<file path="config.mk">
export PLATFORM = sky130hd
export DESIGN_NAME = stage_seq
export DESIGN_NICKNAME = d
export VERILOG_FILES = /design/src/rtl/stage_seq_pkg.sv /design/src/rtl/stage_wait_cnt.sv /design/src/rtl/stage_seq.sv
export SDC_FILE = /design/constraint.sdc
export NUM_CORES = 1
export LEC_CHECK = 0
export BUFFER_PORTS_ARGS = -buffer_cell sky130_fd_sc_hd__buf_2
export CAP_MARGIN = 30
export CORE_UTILIZATION = 40
export DETAILED_ROUTE_END_ITERATION = 10
export HOLD_SLACK_MARGIN = 0.08
export PLACE_DENSITY_LB_ADDON = 0.3
export REMOVE_ABC_BUFFERS = 1
export SYNTH_ARGS = -nofsm -noshare
export SYNTH_HDL_FRONTEND = slang
export SYNTH_SLANG_ARGS = --single-unit
</file>
<file path="constraint.sdc">
create_clock -name i_clk -period 2.55 [get_ports i_clk]
set_input_delay 0.1275 -clock i_clk [delete_from_list [all_inputs] [get_ports i_clk]]
set_output_delay 0.1275 -clock i_clk [all_outputs]
set_load 0.01 [all_outputs]
</file>
<file path="src/rtl/stage_seq_pkg.sv">
// -----------------------------------------------------------------------------
// stage_seq_pkg
// Shared definitions for the stage sequencer: sequencer state encoding and
// the default values of the stage_seq / stage_wait_cnt parameters.
// No ports (package).
// -----------------------------------------------------------------------------
package stage_seq_pkg;

    localparam int DEFAULT_NUM_STAGES = 5;   // stage strobes, legal 2..16
    localparam int DEFAULT_MEM_STAGE  = 3;   // stage that honours wait states
    localparam int DEFAULT_WAIT_W     = 4;   // width of the wait-state request
    localparam int DEFAULT_CNT_W      = 32;  // width of the retired counter

    typedef enum logic [1:0] {
        S_IDLE    = 2'd0,
        S_STAGE   = 2'd1,
        S_MEMWAIT = 2'd2
    } state_t;

endpackage : stage_seq_pkg

</file>
<file path="src/rtl/stage_wait_cnt.sv">
// -----------------------------------------------------------------------------
// stage_wait_cnt
// Memory wait-state down-counter used by stage_seq.
// Priority: clear > load > decrement. Decrement saturates at zero.
//
// Ports
//   i_clk      input   1       sole clock, rising edge
//   i_reset    input   1       asynchronous, active-high reset
//   i_clear    input   1       force the count to zero
//   i_load     input   1       load i_load_val
//   i_load_val input   WAIT_W  value to load
//   i_dec      input   1       decrement by one (ignored at zero)
//   o_count    output  WAIT_W  current count
//   o_zero     output  1       count is zero
// -----------------------------------------------------------------------------
module stage_wait_cnt
    import stage_seq_pkg::*;
#(
    parameter int WAIT_W = DEFAULT_WAIT_W
) (
    input  logic              i_clk,
    input  logic              i_reset,
    input  logic              i_clear,
    input  logic              i_load,
    input  logic [WAIT_W-1:0] i_load_val,
    input  logic              i_dec,
    output logic [WAIT_W-1:0] o_count,
    output logic              o_zero
);

    logic [WAIT_W-1:0] r_count;

    // NOTE: sequential state is written with non-blocking assignments so every
    // register samples pre-edge values, independent of block ordering.
    always_ff @(posedge i_clk or posedge i_reset) begin
        if (i_reset) begin
            r_count <= '0;
        end else if (i_clear) begin
            r_count <= '0;
        end else if (i_load) begin
            r_count <= i_load_val;
        end else if (i_dec && (r_count != '0)) begin
            r_count <= r_count - WAIT_W'(1);
        end
    end

    assign o_count = r_count;
    assign o_zero  = (r_count == '0);

endmodule : stage_wait_cnt

</file>
<file path="src/rtl/stage_seq.sv">
// -----------------------------------------------------------------------------
// stage_seq
// Single-clock pipeline stage sequencer. Replaces per-stage clocks with a
// one-hot strobe vector; one instruction walks stages 0..NUM_STAGES-1, with
// optional wait states held in front of the MEM_STAGE strobe.
//
// Ports
//   i_clk        input   1                   sole clock, rising edge
//   i_reset      input   1                   asynchronous, active-high reset
//   i_enable     input   1                   permit a new instruction to start
//   i_stall      input   1                   hold current stage, mask strobe
//   i_flush      input   1                   abort instruction, back to stage 0
//   i_memWait    input   WAIT_W              wait cycles before MEM strobe
//   o_stageEn    output  NUM_STAGES          one-hot stage strobe or zero
//   o_stageIdx   output  $clog2(NUM_STAGES)  current stage index
//   o_instrDone  output  1                   last-stage strobe issued this cycle
//   o_instrCount output  CNT_W               retired instructions, wrapping
//   o_busy       output  1                   state is not S_IDLE
// -----------------------------------------------------------------------------
module stage_seq
    import stage_seq_pkg::*;
#(
    parameter int NUM_STAGES = DEFAULT_NUM_STAGES,
    parameter int MEM_STAGE  = DEFAULT_MEM_STAGE,
    parameter int WAIT_W     = DEFAULT_WAIT_W,
    parameter int CNT_W      = DEFAULT_CNT_W
) (
    input  logic                          i_clk,
    input  logic                          i_reset,
    input  logic                          i_enable,
    input  logic                          i_stall,
    input  logic                          i_flush,
    input  logic [WAIT_W-1:0]             i_memWait,
    output logic [NUM_STAGES-1:0]         o_stageEn,
    output logic [$clog2(NUM_STAGES)-1:0] o_stageIdx,
    output logic                          o_instrDone,
    output logic [CNT_W-1:0]              o_instrCount,
    output logic                          o_busy
);

    localparam int IDX_W = $clog2(NUM_STAGES);
    localparam logic [IDX_W-1:0] LAST_IDX = IDX_W'(NUM_STAGES - 1);
    localparam logic [IDX_W-1:0] MEM_IDX  = IDX_W'(MEM_STAGE);
    localparam logic [NUM_STAGES-1:0] STROBE_0 = NUM_STAGES'(1);

    if (NUM_STAGES < 2 || NUM_STAGES > 16) begin : g_bad_num_stages
        $error("stage_seq: NUM_STAGES must be in 2..16");
    end
    if (MEM_STAGE < 0 || MEM_STAGE >= NUM_STAGES) begin : g_bad_mem_stage
        $error("stage_seq: MEM_STAGE must be in 0..NUM_STAGES-1");
    end

    state_t            r_state;
    logic [IDX_W-1:0]  r_idx;
    logic [CNT_W-1:0]  r_count;

    state_t            w_next_state;
    logic [IDX_W-1:0]  w_next_idx;
    logic              w_enter;      // advancing into a new stage this edge
    logic              w_retire;     // last stage completes this edge
    logic              w_cnt_load;
    logic              w_cnt_dec;
    logic              w_cnt_clr;
    logic [WAIT_W-1:0] w_wait_cnt;
    logic              w_wait_zero;

    // -------------------------------------------------------------------------
    // Wait-state counter
    // -------------------------------------------------------------------------
    stage_wait_cnt #(
        .WAIT_W (WAIT_W)
    ) u_wait_cnt (
        .i_clk      (i_clk),
        .i_reset    (i_reset),
        .i_clear    (w_cnt_clr),
        .i_load     (w_cnt_load),
        .i_load_val (i_memWait),
        .i_dec      (w_cnt_dec),
        .o_count    (w_wait_cnt),
        .o_zero     (w_wait_zero)
    );

    // -------------------------------------------------------------------------
    // State register (plus stage index and retired count)
    // -------------------------------------------------------------------------
    always_ff @(posedge i_clk or posedge i_reset) begin
        if (i_reset) begin
            r_state <= S_IDLE;
            r_idx   <= '0;
        end else begin
            r_state <= w_next_state;
            r_idx   <= w_next_idx;
        end
    end

    always_ff @(posedge i_clk or posedge i_reset) begin
        if (i_reset) begin
            r_count <= '0;
        end else if (w_retire) begin
            r_count <= r_count + CNT_W'(1);  // wraps silently at all-ones
        end
    end

    // -------------------------------------------------------------------------
    // Next-state logic. Priority: flush > stall > advance.
    // -------------------------------------------------------------------------
    always_comb begin
        // NOTE: every combinationally assigned signal gets a default first, so
        // no path through the branches leaves it unassigned (no latch).
        w_next_state = r_state;
        w_next_idx   = r_idx;
        w_enter      = 1'b0;
        w_retire     = 1'b0;
        w_cnt_load   = 1'b0;
        w_cnt_dec    = 1'b0;
        w_cnt_clr    = 1'b0;

        if (i_flush) begin
            w_next_idx = '0;
            w_cnt_clr  = 1'b1;
            if (r_state != S_IDLE) begin
                w_next_state = i_enable ? S_STAGE : S_IDLE;
            end
        end else if (!i_stall) begin
            unique case (r_state)
                S_IDLE: begin
                    if (i_enable) begin
                        w_next_idx = '0;
                        w_enter    = 1'b1;
                    end
                end
                S_STAGE: begin
                    if (r_idx == LAST_IDX) begin
                        w_retire   = 1'b1;
                        w_next_idx = '0;
                        if (i_enable) begin
                            w_enter = 1'b1;        // back-to-back, no bubble
                        end else begin
                            w_next_state = S_IDLE;
                        end
                    end else begin
                        w_next_idx = r_idx + IDX_W'(1);
                        w_enter    = 1'b1;
                    end
                end
                S_MEMWAIT: begin
                    // Leave on the edge where the counter reaches zero, so the
                    // number of blank cycles equals the latched wait exactly.
                    w_cnt_dec = 1'b1;
                    if (w_wait_zero || (w_wait_cnt == WAIT_W'(1))) begin
                        w_next_state = S_STAGE;
                    end
                end
                default: begin
                    w_next_state = S_IDLE;
                    w_next_idx   = '0;
                end
            endcase

            // Entering the memory stage samples the wait request; a non-zero
            // request holds the strobe off in S_MEMWAIT.
            if (w_enter) begin
                w_next_state = S_STAGE;
                if (w_next_idx == MEM_IDX) begin
                    w_cnt_load = 1'b1;
                    if (i_memWait != '0) begin
                        w_next_state = S_MEMWAIT;
                    end
                end
            end
        end
    end

    // -------------------------------------------------------------------------
    // Output logic. i_stall is the only input reaching outputs combinationally;
    // i_flush acts at the edge, so a flush in the last stage still shows the
    // strobe and o_instrDone for that cycle but does not count the retire.
    // -------------------------------------------------------------------------
    always_comb begin
        o_stageEn   = '0;
        o_instrDone = 1'b0;
        if ((r_state == S_STAGE) && !i_stall) begin
            o_stageEn   = STROBE_0 << r_idx;
            o_instrDone = (r_idx == LAST_IDX);
        end
    end

    assign o_stageIdx   = r_idx;
    assign o_instrCount = r_count;
    assign o_busy       = (r_state != S_IDLE);

endmodule : stage_seq

</file>
-- Word-level counts from Yosys, hierarchy flattened
Cells that the tools add are included.
- $add $sub $neg: 3
- equal/unequal tests: 11
- shift operators: 1
- muxes and demuxes: 40
- reductions and logical operators: 11
- operators with widths (cell ; number):
    $add 32x1->32 const B ; 1
    $mux 1 ; 18
    $mux 2 ; 9
    $mux 3 ; 6
    $mux 4 ; 3
    $pmux 3 s3 ; 1
    $ne 4x3->1 const B ; 2
    $reduce_bool 4->1 ; 2
    $pmux 2 s3 ; 1
    $reduce_and 6->1 ; 1
    $mux 5 ; 1
    $shl 1x3->5 const A ; 1
    $eq 4x1->1 const B ; 1
    $logic_not 4->1 ; 1
    $ne 2x1->1 const B ; 2
    $ne 4x4->1 const B ; 1
    $sub 4x1->4 const B ; 1
    $add 3x1->3 const B ; 1
    $eq 3x2->1 const B ; 1
    $eq 3x3->1 const B ; 1
    $ne 3x3->1 const B ; 1
    $reduce_bool 3->1 ; 1
    $eq 2x1->1 const B ; 1
    $eq 2x2->1 const B ; 1
    other kinds (6) ; 7
- register bits: 41
- input port bits: 9
- output and inout bits: 42
- logic and storage cells: 70

-- Depth between registers and ports, before layout
Gate-level depths: netlist of run 1.
- depth after elaboration: 12
- mapped depth: 7
- mapped depth without buffers: 7

-- Cells and area by module
A second synthesis of run 1 with hierarchy kept.
- cell total of the unflattened synthesis: 233
- area, all modules: 2456.1 um^2
- by module, submodules not included (module ; instances ; cells each ; area each (um^2) ; sequential area each (um^2)):
    stage_seq ; 1 ; 202 ; 2157.1 ; 925.9
    stage_wait_cnt ; 1 ; 31 ; 299.0 ; 100.1

-- Least setup slack after synthesis of run 1
Ideal clock, no wire load.
- kind: reg2reg
- start: reg r_idx[0], in the netlist o_stageIdx[0]
- end: reg u_wait_cnt.r_count[3], in the netlist u_wait_cnt.o_count[3]
- library setup time: 94 ps
- arrival: 1811 ps
- required time: 2456 ps
- path slack: 645 ps
- cell stages (with the launch flop): 7
- buffers on the path: 0
- period minus slack after synthesis: 1905 ps
- cell sequence: dfrtp_1 > ha_1 > ha_1 > o32ai_1 > or2_2 > nor2_1 > a211oi_1
- longest elaborated chain between the ends: 12
- elaborated cells between the ends (all ways): 19
- those cells by class: add/sub: 1; eq/ne: 2; mux: 15; reduce/logical: 1
- ends and longest elaborated chain (element ; line ; text):
    start: declaration ; stage_seq.sv:54 ; logic [IDX_W-1:0] r_idx;
    start signal: assignment ; stage_seq.sv:92 ; r_idx <= w_next_idx;
    $add 3x1->3 or $eq 3x3->1 (tied branches) ; stage_seq.sv:142, stage_seq.sv:133 ;
    $mux 3 ; stage_seq.sv:133 ; if (r_idx == LAST_IDX) begin
    $pmux 3 s3 ; stage_seq.sv:125 ; unique case (r_state)
    $mux 3 ; stage_seq.sv:124 ; end else if (!i_stall) begin
    $mux 3 ; stage_seq.sv:118 ; if (i_flush) begin
    $eq 3x2->1 ; stage_seq.sv:164 ; if (w_next_idx == MEM_IDX) begin
    $mux 1 ; stage_seq.sv:164 ;
    $mux 1 (*) ; stage_seq.sv:162 ; if (w_enter) begin
    $mux 1 (*) ; stage_seq.sv:124 ;
    $mux 1 (*) ; stage_seq.sv:118 ;
    $mux 4 ; stage_wait_cnt.sv:40 ; end else if (i_load) begin
    $mux 4 ; stage_wait_cnt.sv:38 ; end else if (i_clear) begin
    end signal: assignment ; stage_wait_cnt.sv:41 ; r_count <= i_load_val;
    end signal: assignment ; stage_wait_cnt.sv:43 ; r_count <= r_count - WAIT_W'(1);
    end: declaration ; stage_wait_cnt.sv:31 ; logic [WAIT_W-1:0] r_count;
Every way passes the cells marked *; elsewhere a longest branch is shown, timed or not. The select of a mux whose other input is x is not followed.
A chain may end at the register's enable or synchronous reset.

-- Worst setup path after layout of run 1
- start: reg r_idx[0], in the netlist o_stageIdx[0]
- end: reg r_count[27], in the netlist o_instrCount[27]
- longest elaborated chain between the ends: 5
- ends and longest elaborated chain (element ; line ; text):
    $eq 3x3->1 ; stage_seq.sv:133 ;
    $mux 1 ; stage_seq.sv:133 ;
    $mux 1 ; stage_seq.sv:125 ;
    $mux 1 ; stage_seq.sv:124 ;
    $mux 1 ; stage_seq.sv:118 ;
    end signal: assignment ; stage_seq.sv:100 ; r_count <= r_count + CNT_W'(1);
    end: declaration ; stage_seq.sv:55 ; logic [CNT_W-1:0] r_count;
Every way passes these cells.

==> impl_metrics.xml, run 1 <==
<?xml version="1.0" encoding="UTF-8"?>
<metrics>
  <group name="timing">
    <metric name="timing_worst_slew_pin_value" unit="ns">0.560</metric>
    <metric name="whs" unit="ns">0.125</metric>
    <metric name="final.setup_skew" unit="ns">0.00269</metric>
    <metric name="final-setup-viol-count" unit="">0</metric>
    <metric name="post-route-min-period" unit="ns">2.14</metric>
    <metric name="timing.final.max_slew_violations" unit="">0</metric>
    <metric name="setup_tns" unit="ns">0</metric>
    <metric name="layout_worst_path_cycle_share" unit="%">83.8</metric>
    <metric name="max_frequency" unit="GHz">0.468</metric>
    <metric name="maxSlewHeadroom" unit="%">62.5</metric>
    <metric name="postLayoutSetupSlackWorst" unit="ns">0.414</metric>
    <metric name="grt_setup_unrepaired" unit="">no</metric>
    <metric name="hold_violations" unit="">0</metric>
  </group>
  <group name="die">
    <metric name="initial_core_util" unit="%">42.6</metric>
    <metric name="std_cell_rows" unit="">26</metric>
    <metric name="placeableCoreArea" unit="sq um">5200</metric>
    <metric name="die-area" unit="sq um">5840</metric>
    <metric name="num_io_pins" unit="">51</metric>
    <metric name="chipHeight" unit="microns">76.4</metric>
    <metric name="floorplan.die.width" unit="microns">76.4</metric>
  </group>
  <group name="detailed_routing">
    <metric name="number_of_drc_violations_after_detailed_routing_iteration_0" unit="">86</metric>
    <metric name="vias" unit="">1775</metric>
    <metric name="vias_per_cell" unit="">5.00</metric>
    <metric name="wl_per_cell" unit="microns">12.7</metric>
    <metric name="drc_errors" unit="">0</metric>
    <metric name="aggregate_routed_wire_length" unit="microns">4520</metric>
    <metric name="number_of_nets_still_failing_antenna_checks_after_routing" unit="">0</metric>
    <metric name="drt-pass1-iter-count" unit="">4</metric>
  </group>
  <group name="worst_hold_path">
    <metric name="worst_hold_path_type" unit="">input pin to flop</metric>
    <metric name="hold_start" unit="">i_memWait[3]</metric>
  </group>
  <group name="grt">
    <metric name="grt_pass1_wl" unit="microns">7730</metric>
    <metric name="globalRouteMet2Util" unit="%">26.7</metric>
    <metric name="grtUsageMet3" unit="%">4.79</metric>
    <metric name="number_of_antenna_violations_at_the_first_check_in_global_routing" unit="">0</metric>
    <metric name="global_route.overflow_total" unit="">0</metric>
    <metric name="top_usage_layer" unit="">met2</metric>
    <metric name="use_met1" unit="%">21.3</metric>
    <metric name="largest_net_degree_at_the_start_of_global_routing" unit="">42</metric>
    <metric name="first_global_vias" unit="">1680</metric>
    <metric name="grt.total_usage" unit="%">16.4</metric>
  </group>
  <group name="placement">
    <metric name="port-buffer-count" unit="">50</metric>
    <metric name="finalWeightedCongestion" unit="">0.901</metric>
    <metric name="post-dp-hpwl" unit="microns">3280</metric>
    <metric name="placement.cell_area" unit="sq um">2560</metric>
    <metric name="placement.setup.worst_slack" unit="ns">0.425</metric>
    <metric name="numPlacedInstances" unit="">346</metric>
  </group>
  <group name="synth">
    <metric name="post_synth_fa_ha_maj_area_fraction" unit="%">5.08</metric>
    <metric name="netlist_instances" unit="">227</metric>
    <metric name="synth.largest_area_cell" unit="">dfrtp_1</metric>
    <metric name="synth_flop_cell" unit="">dfrtp_1</metric>
    <metric name="post-synth-top-area-fraction" unit="%">46.3</metric>
    <metric name="post_synth_edffs" unit="">0</metric>
    <metric name="synth-async-reset-ratio" unit="%">100</metric>
    <metric name="synth.ff_latch_count" unit="">41</metric>
    <metric name="synth_area" unit="sq um">2220</metric>
    <metric name="synthSimpleGateAreaFrac" unit="%">23.9</metric>
    <metric name="synth-seq-area-share" unit="%">46.3</metric>
    <metric name="synthTopCellsByArea" unit="">dfrtp_1 46%, xnor2_1 7.9%, xor2_1 5.5%</metric>
    <metric name="yosys.area_share.xor_xnor" unit="%">13.4</metric>
    <metric name="yosysWarningCount" unit="">0</metric>
    <metric name="synth.distinct_cells" unit="">37</metric>
    <metric name="synthesized_area_divided_by_synthesized_cell_count" unit="sq um">9.76</metric>
    <metric name="multiplexer_area_fraction_after_synthesis" unit="%">2.37</metric>
    <metric name="synth-compound-area-share" unit="%">5.65</metric>
    <metric name="dominant_combinational_cell_family_by_area_after_synthesis" unit="">simple AND/OR/NAND/NOR gates</metric>
  </group>
  <group name="power_and_ir_drop">
    <metric name="totalPowerFinal" unit="mW">1.28</metric>
    <metric name="leakage" unit="nW">1.35</metric>
    <metric name="maximum_ir_drop_on_the_vdd_rail" unit="V">0.000230</metric>
    <metric name="powerDensity" unit="nW/um^2">479</metric>
  </group>
  <group name="layout">
    <metric name="syn_to_final_growth" unit="%">20.6</metric>
    <metric name="final_common_cell" unit="">buf_2</metric>
    <metric name="insertedDiodeCount" unit="">0</metric>
    <metric name="finish.net_count" unit="">302</metric>
    <metric name="post_route_cells_drive_above_1_share" unit="%">24.2</metric>
    <metric name="final_util" unit="%">51.3</metric>
    <metric name="final_cell_count_no_fill" unit="">355</metric>
    <metric name="mostFrequentLayoutCells" unit="">50 x buf_2, 41 x dfrtp_1, 29 x nor2_1, 20 x xnor2_1</metric>
    <metric name="design_area_final" unit="sq um">2670</metric>
  </group>
  <group name="cts">
    <metric name="cts_tree" unit="">built</metric>
    <metric name="cts_buffers" unit="">5</metric>
    <metric name="clock_tree.buffer_depth" unit="">2</metric>
    <metric name="clock_tree.htree_level_count" unit="">2</metric>
    <metric name="cts-resized-gates" unit="">0</metric>
    <metric name="cts.clk_slew.worst_paths" unit="ns">0.08</metric>
    <metric name="clock_sinks" unit="">41</metric>
    <metric name="worst_skew_pair_latency" unit="ns">0.29</metric>
    <metric name="clk_root_buffer_cell" unit="">clkbuf_8</metric>
  </group>
  <group name="job">
    <metric name="maxCapViolCount" unit="">0</metric>
  </group>
  <group name="setup_path">
    <metric name="worst-setup-path-type" unit="">flop to flop</metric>
    <metric name="cp-start-kind" unit="">flop</metric>
    <metric name="worst-endpoint-arrival" unit="ns">2.32</metric>
    <metric name="timing.critical_path.from" unit="">o_stageIdx[0]</metric>
    <metric name="crit_path_max_fanout" unit="">9</metric>
    <metric name="required" unit="ns">2.73</metric>
    <metric name="reg_to_reg_critical_path_startpoint" unit="">o_stageIdx[0]</metric>
    <metric name="crit_path_end_kind" unit="">flop</metric>
  </group>
  <group name="run_status">
    <metric name="run_status" unit="">finished, final reports clean</metric>
  </group>
</metrics>
## critical path, stage by stage (launching register included)
cell and delay, ns:
dfrtp_1 0.46, inv_1 0.12, ha_1 0.22, nand2_1 0.17, nor3_4 0.42, nand4_2 0.26
nand2b_1 0.24, xnor2_1 0.13
## logic make-up (layout without fill, tap and decap cells)
logic type                 Yosys count  count (layout)
AOI/OAI and AO/OA                   19              19
and+or+nand+nor                    101             101
adders and majority gates            9               9
muxes                                5               5
DFF                                 41              41
xor gates and xnor gates            34              34
buffers and inverters               18              76
## state kept, by name (all words and copies together) (netlist names)
signal and cells:
o_instrCount 32, u_wait_cnt.o_count 4, o_stageIdx 3, r_state 2
## cell type report
type / count / area (sq um)
Timing Repair Buffer: 55 / 290
Clock inverter: 1 / 5.00
Inverter: 13 / 48.8
Tap cell: 70 / 87.6
Multi-Input combinational cell: 168 / 1120
Sequential cell: 41 / 1030
Fill cell: 507 / 2530
Clock buffer: 7 / 96.3
## per-layer routing
metal | part of all wire (%) | vias to the layer above
li1 | - | 898
met1 | 49 | 829
met2 | 46 | 42
met3 | 4.5 | 6
met4 | 0.93 | 0
met5 | 0 | -
## cells in the mapped netlist (4+ instances only)
master and instances:
nor2_1 29, a21oi_1 6, xor2_1 14, nand3_1 13, xnor2_1 20, dfrtp_1 41, and2_1 4, ha_1 9
nand2b_1 5, nand2_1 12, nand4_1 14, inv_1 13, nor3_1 8, o21ai_0 4
## where the power goes
part | switching, mW | leakage, nW | internal, mW
Combinational | 0.0745 | 0.739 | 0.0512
Clock | 0.218 | 0.0542 | 0.245
Sequential | 0.0252 | 0.553 | 0.666
## path summary, 6_finish.rpt
path	depth (start not counted)	slack [ns]	endpoint
max	7	0.41	o_instrCount[27]
min	3	0.13	u_wait_cnt.o_count[3]
max reg2reg	7	0.41	o_instrCount[27]
min reg2reg	1	0.46	o_instrCount[31]
max in group asynchronous	4	1.70	o_instrCount[1]
min in group asynchronous	4	0.50	o_instrCount[29]
## repair_timing
action / 4_1_cts / 5_1_grt
setup buffers: 0 / 0
hold endpoints to repair: 41 / 0
hold buffers: 1 / 0
Power figures use the tool's default switching activity.
==> inputs of run 2 (changes only) <==
==> constraint.sdc (replaced) <==
create_clock -name i_clk -period 1.85 [get_ports i_clk]
set_input_delay 0.0925 -clock i_clk [delete_from_list [all_inputs] [get_ports i_clk]]
set_output_delay 0.0925 -clock i_clk [all_outputs]
set_load 0.01 [all_outputs]
==> impl_metrics.xml, run 2 (synthesis gave the netlist of run 1 again) <==
<?xml version="1.0" encoding="UTF-8"?>
<metrics>
  <group name="run_status">
    <metric name="run_status" unit="">finished, final reports clean</metric>
  </group>
  <group name="layout">
    <metric name="insertedDiodeCount" unit="">0</metric>
    <metric name="post_route_cells_drive_above_1_share" unit="%">33.2</metric>
    <metric name="finish.net_count" unit="">324</metric>
    <metric name="final_common_cell" unit="">buf_2</metric>
    <metric name="final_cell_count_no_fill" unit="">377</metric>
    <metric name="syn_to_final_growth" unit="%">33.1</metric>
    <metric name="mostFrequentLayoutCells" unit="">50 x buf_2, 41 x dfrtp_1, 28 x nor2_1, 22 x buf_4, 20 x xnor2_1</metric>
    <metric name="largest_register_ffs" unit="">32</metric>
  </group>
  <group name="die">
    <metric name="num_io_pins" unit="">51</metric>
    <metric name="std_cell_rows" unit="">26</metric>
    <metric name="floorplan.die.width" unit="microns">76.4</metric>
    <metric name="chipHeight" unit="microns">76.4</metric>
    <metric name="die-area" unit="sq um">5840</metric>
    <metric name="initial_core_util" unit="%">42.6</metric>
    <metric name="placeableCoreArea" unit="sq um">5200</metric>
  </group>
  <group name="detailed_routing">
    <metric name="number_of_nets_still_failing_antenna_checks_after_routing" unit="">0</metric>
    <metric name="number_of_drc_violations_after_detailed_routing_iteration_0" unit="">101</metric>
    <metric name="vias" unit="">1932</metric>
    <metric name="vias_per_cell" unit="">5.12</metric>
    <metric name="aggregate_routed_wire_length" unit="microns">5010</metric>
    <metric name="wl_per_cell" unit="microns">13.3</metric>
    <metric name="drc_errors" unit="">0</metric>
    <metric name="drt-pass1-iter-count" unit="">4</metric>
  </group>
  <group name="setup_path">
    <metric name="worst-setup-path-type" unit="">flop to flop</metric>
    <metric name="required" unit="ns">2.07</metric>
    <metric name="reg2reg_setup_slack" unit="ns">0.05</metric>
    <metric name="crit_path_end_kind" unit="">flop</metric>
    <metric name="cp_top_family" unit="">simple AND/OR/NAND/NOR gates</metric>
    <metric name="cp-start-kind" unit="">flop</metric>
    <metric name="crit_path_max_fanout" unit="">10</metric>
    <metric name="reg2regPathDepth" unit="">6</metric>
    <metric name="series_of_cell_instances_along_the_critical_path" unit="">or3b_4 &gt; nor3_4 &gt; buf_6 &gt; nand4_1 &gt; nor2_1 &gt; xor2_1</metric>
    <metric name="worst-path-buf-inv" unit="">1</metric>
    <metric name="reg_to_reg_critical_path_startpoint" unit="">r_state[1]</metric>
    <metric name="worst-endpoint-arrival" unit="ns">2.02</metric>
    <metric name="crit_slowest_cell" unit="">or3b_4</metric>
    <metric name="cp_slowest_stage_delay" unit="ns">0.41</metric>
    <metric name="worst_r2r_endpoint" unit="">o_instrCount[28]</metric>
  </group>
  <group name="grt">
    <metric name="largest_net_degree_at_the_start_of_global_routing" unit="">42</metric>
    <metric name="grt_pass1_wl" unit="microns">8220</metric>
    <metric name="first_global_vias" unit="">1764</metric>
    <metric name="global_route.overflow_total" unit="">0</metric>
    <metric name="number_of_antenna_violations_at_the_first_check_in_global_routing" unit="">0</metric>
    <metric name="grt.total_usage" unit="%">18.0</metric>
  </group>
  <group name="timing">
    <metric name="max_frequency" unit="GHz">0.556</metric>
    <metric name="hold_violations" unit="">0</metric>
    <metric name="timing_worst_slew_pin_value" unit="ns">0.512</metric>
    <metric name="grt_setup_unrepaired" unit="">yes</metric>
    <metric name="whs" unit="ns">0.0890</metric>
    <metric name="final.setup_skew" unit="ns">0.00381</metric>
    <metric name="final-setup-viol-count" unit="">0</metric>
    <metric name="timing.final.max_slew_violations" unit="">0</metric>
    <metric name="layout_worst_path_cycle_share" unit="%">97.2</metric>
    <metric name="setup_tns" unit="ns">0</metric>
    <metric name="post-route-min-period" unit="ns">1.80</metric>
    <metric name="maxSlewHeadroom" unit="%">65.9</metric>
  </group>
  <group name="worst_hold_path">
    <metric name="min_delay_path_depth" unit="">3</metric>
    <metric name="worst_hold_path_type" unit="">input pin to flop</metric>
    <metric name="hold_end" unit="">u_wait_cnt.o_count[1]</metric>
    <metric name="hold_start" unit="">i_memWait[1]</metric>
  </group>
  <group name="placement">
    <metric name="numPlacedInstances" unit="">360</metric>
    <metric name="finalWeightedCongestion" unit="">0.875</metric>
    <metric name="port-buffer-count" unit="">50</metric>
    <metric name="post-dp-hpwl" unit="microns">3570</metric>
  </group>
  <group name="cts">
    <metric name="clock_tree.htree_level_count" unit="">2</metric>
    <metric name="cts_buffers" unit="">5</metric>
    <metric name="clk_root_buffer_cell" unit="">clkbuf_8</metric>
    <metric name="clock_sinks" unit="">41</metric>
    <metric name="clock_tree.buffer_depth" unit="">2</metric>
    <metric name="cts.clk_slew.worst_paths" unit="ns">0.08</metric>
    <metric name="worst_skew_pair_latency" unit="ns">0.29</metric>
    <metric name="cts_tree" unit="">built</metric>
  </group>
  <group name="power_and_ir_drop">
    <metric name="powerDensity" unit="nW/um^2">654</metric>
    <metric name="maximum_ir_drop_on_the_vdd_rail" unit="V">0.000397</metric>
    <metric name="leakage" unit="nW">1.47</metric>
  </group>
  <group name="job">
    <metric name="maxCapViolCount" unit="">0</metric>
  </group>
</metrics>
==> run 2: cell count changes in the layout (fill, tap and decap cells not counted), sizes merged <==
cell / change
bufinv: +1
clkinv: -1
dlygate4sd3: +1
buf: +21
==> run 2: where the power goes <==
group	internal, mW	switching (mW)
Sequential	0.917	0.0175
Combinational	0.109	0.135
Clock	0.440	0.312
Total	1.47	0.464
==> run 2: worst max-delay path by stage <==
| stage | start | endpoint | slack, ns | depth (start not counted) |
|---|---|---|---|---|
| 2_1_floorplan | o_stageIdx[0] | o_instrCount[6] | -0.20 | 7 |
| 3_3_place_gp | o_stageIdx[1] | o_instrCount[27] | -0.04 | 8 |
| 3_5_place_dp | o_stageIdx[0] | o_instrCount[27] | -0.15 | 8 |
| 4_1_cts | r_state[1] | o_instrCount[6] | 0.004 | 6 |
| 5_1_grt | o_stageIdx[1] | o_instrCount[6] | -0.09 | 8 |
| 6_report | r_state[1] | o_instrCount[28] | 0.05 | 6 |
==> run 2: metal layers <==
| metal | global-route usage [%] | wire length (microns) | share of wire (%) |
|---|---|---|---|
| met5 | 0 | 0 | 0 |
| met4 | 5.96 | 88 | 1.8 |
| met3 | 5.39 | 324 | 6.5 |
| met2 | 28.8 | 2350 | 47 |
| met1 | 23.3 | 2240 | 45 |
==> run 2: worst reg2reg max path, delay by kind of cell (launching register included) <==
kind	cells	cell delay (ns)
xor gates and xnor gates	1	0.15
buffers and inverters	1	0.18
DFF	1	0.39
and+or+nand+nor	4	1.02
==> run 2: layout make-up <==
cell class	instances	area, sq um
repair buffers	77	469
flip-flops and latches	41	1030
inverters	13	48.8
clock inverters	1	30.0
multi-input cells	168	1200
fillers	489	2250
well taps	70	87.6
clock buffers	7	86.3
==> run 2: what timing repair did <==
action	CTS	global route
endpoints found under the setup margin	18	23
hold endpoints to repair	42	0
pin swaps	2	10
buffers inserted	1	6
hold buffers	2	0
resized for setup	5	15
==> run 2: metrics by stage <==
stage | cell area [sq um] | util, % | power, mW | setup slack, ns
final | 2950 | 56.7 | 1.93 | 0.0527
after global routing | 2950 | 56.7 | 2.02 | -0.0905
after floorplan | 2190 | - | 1.07 | -0.197
after global placement | 2670 | 51.2 | 1.17 | -0.0373
after CTS | 2830 | 54.4 | 1.93 | 0.00421
after detailed placement | 2670 | 51.2 | 1.17 | -0.148
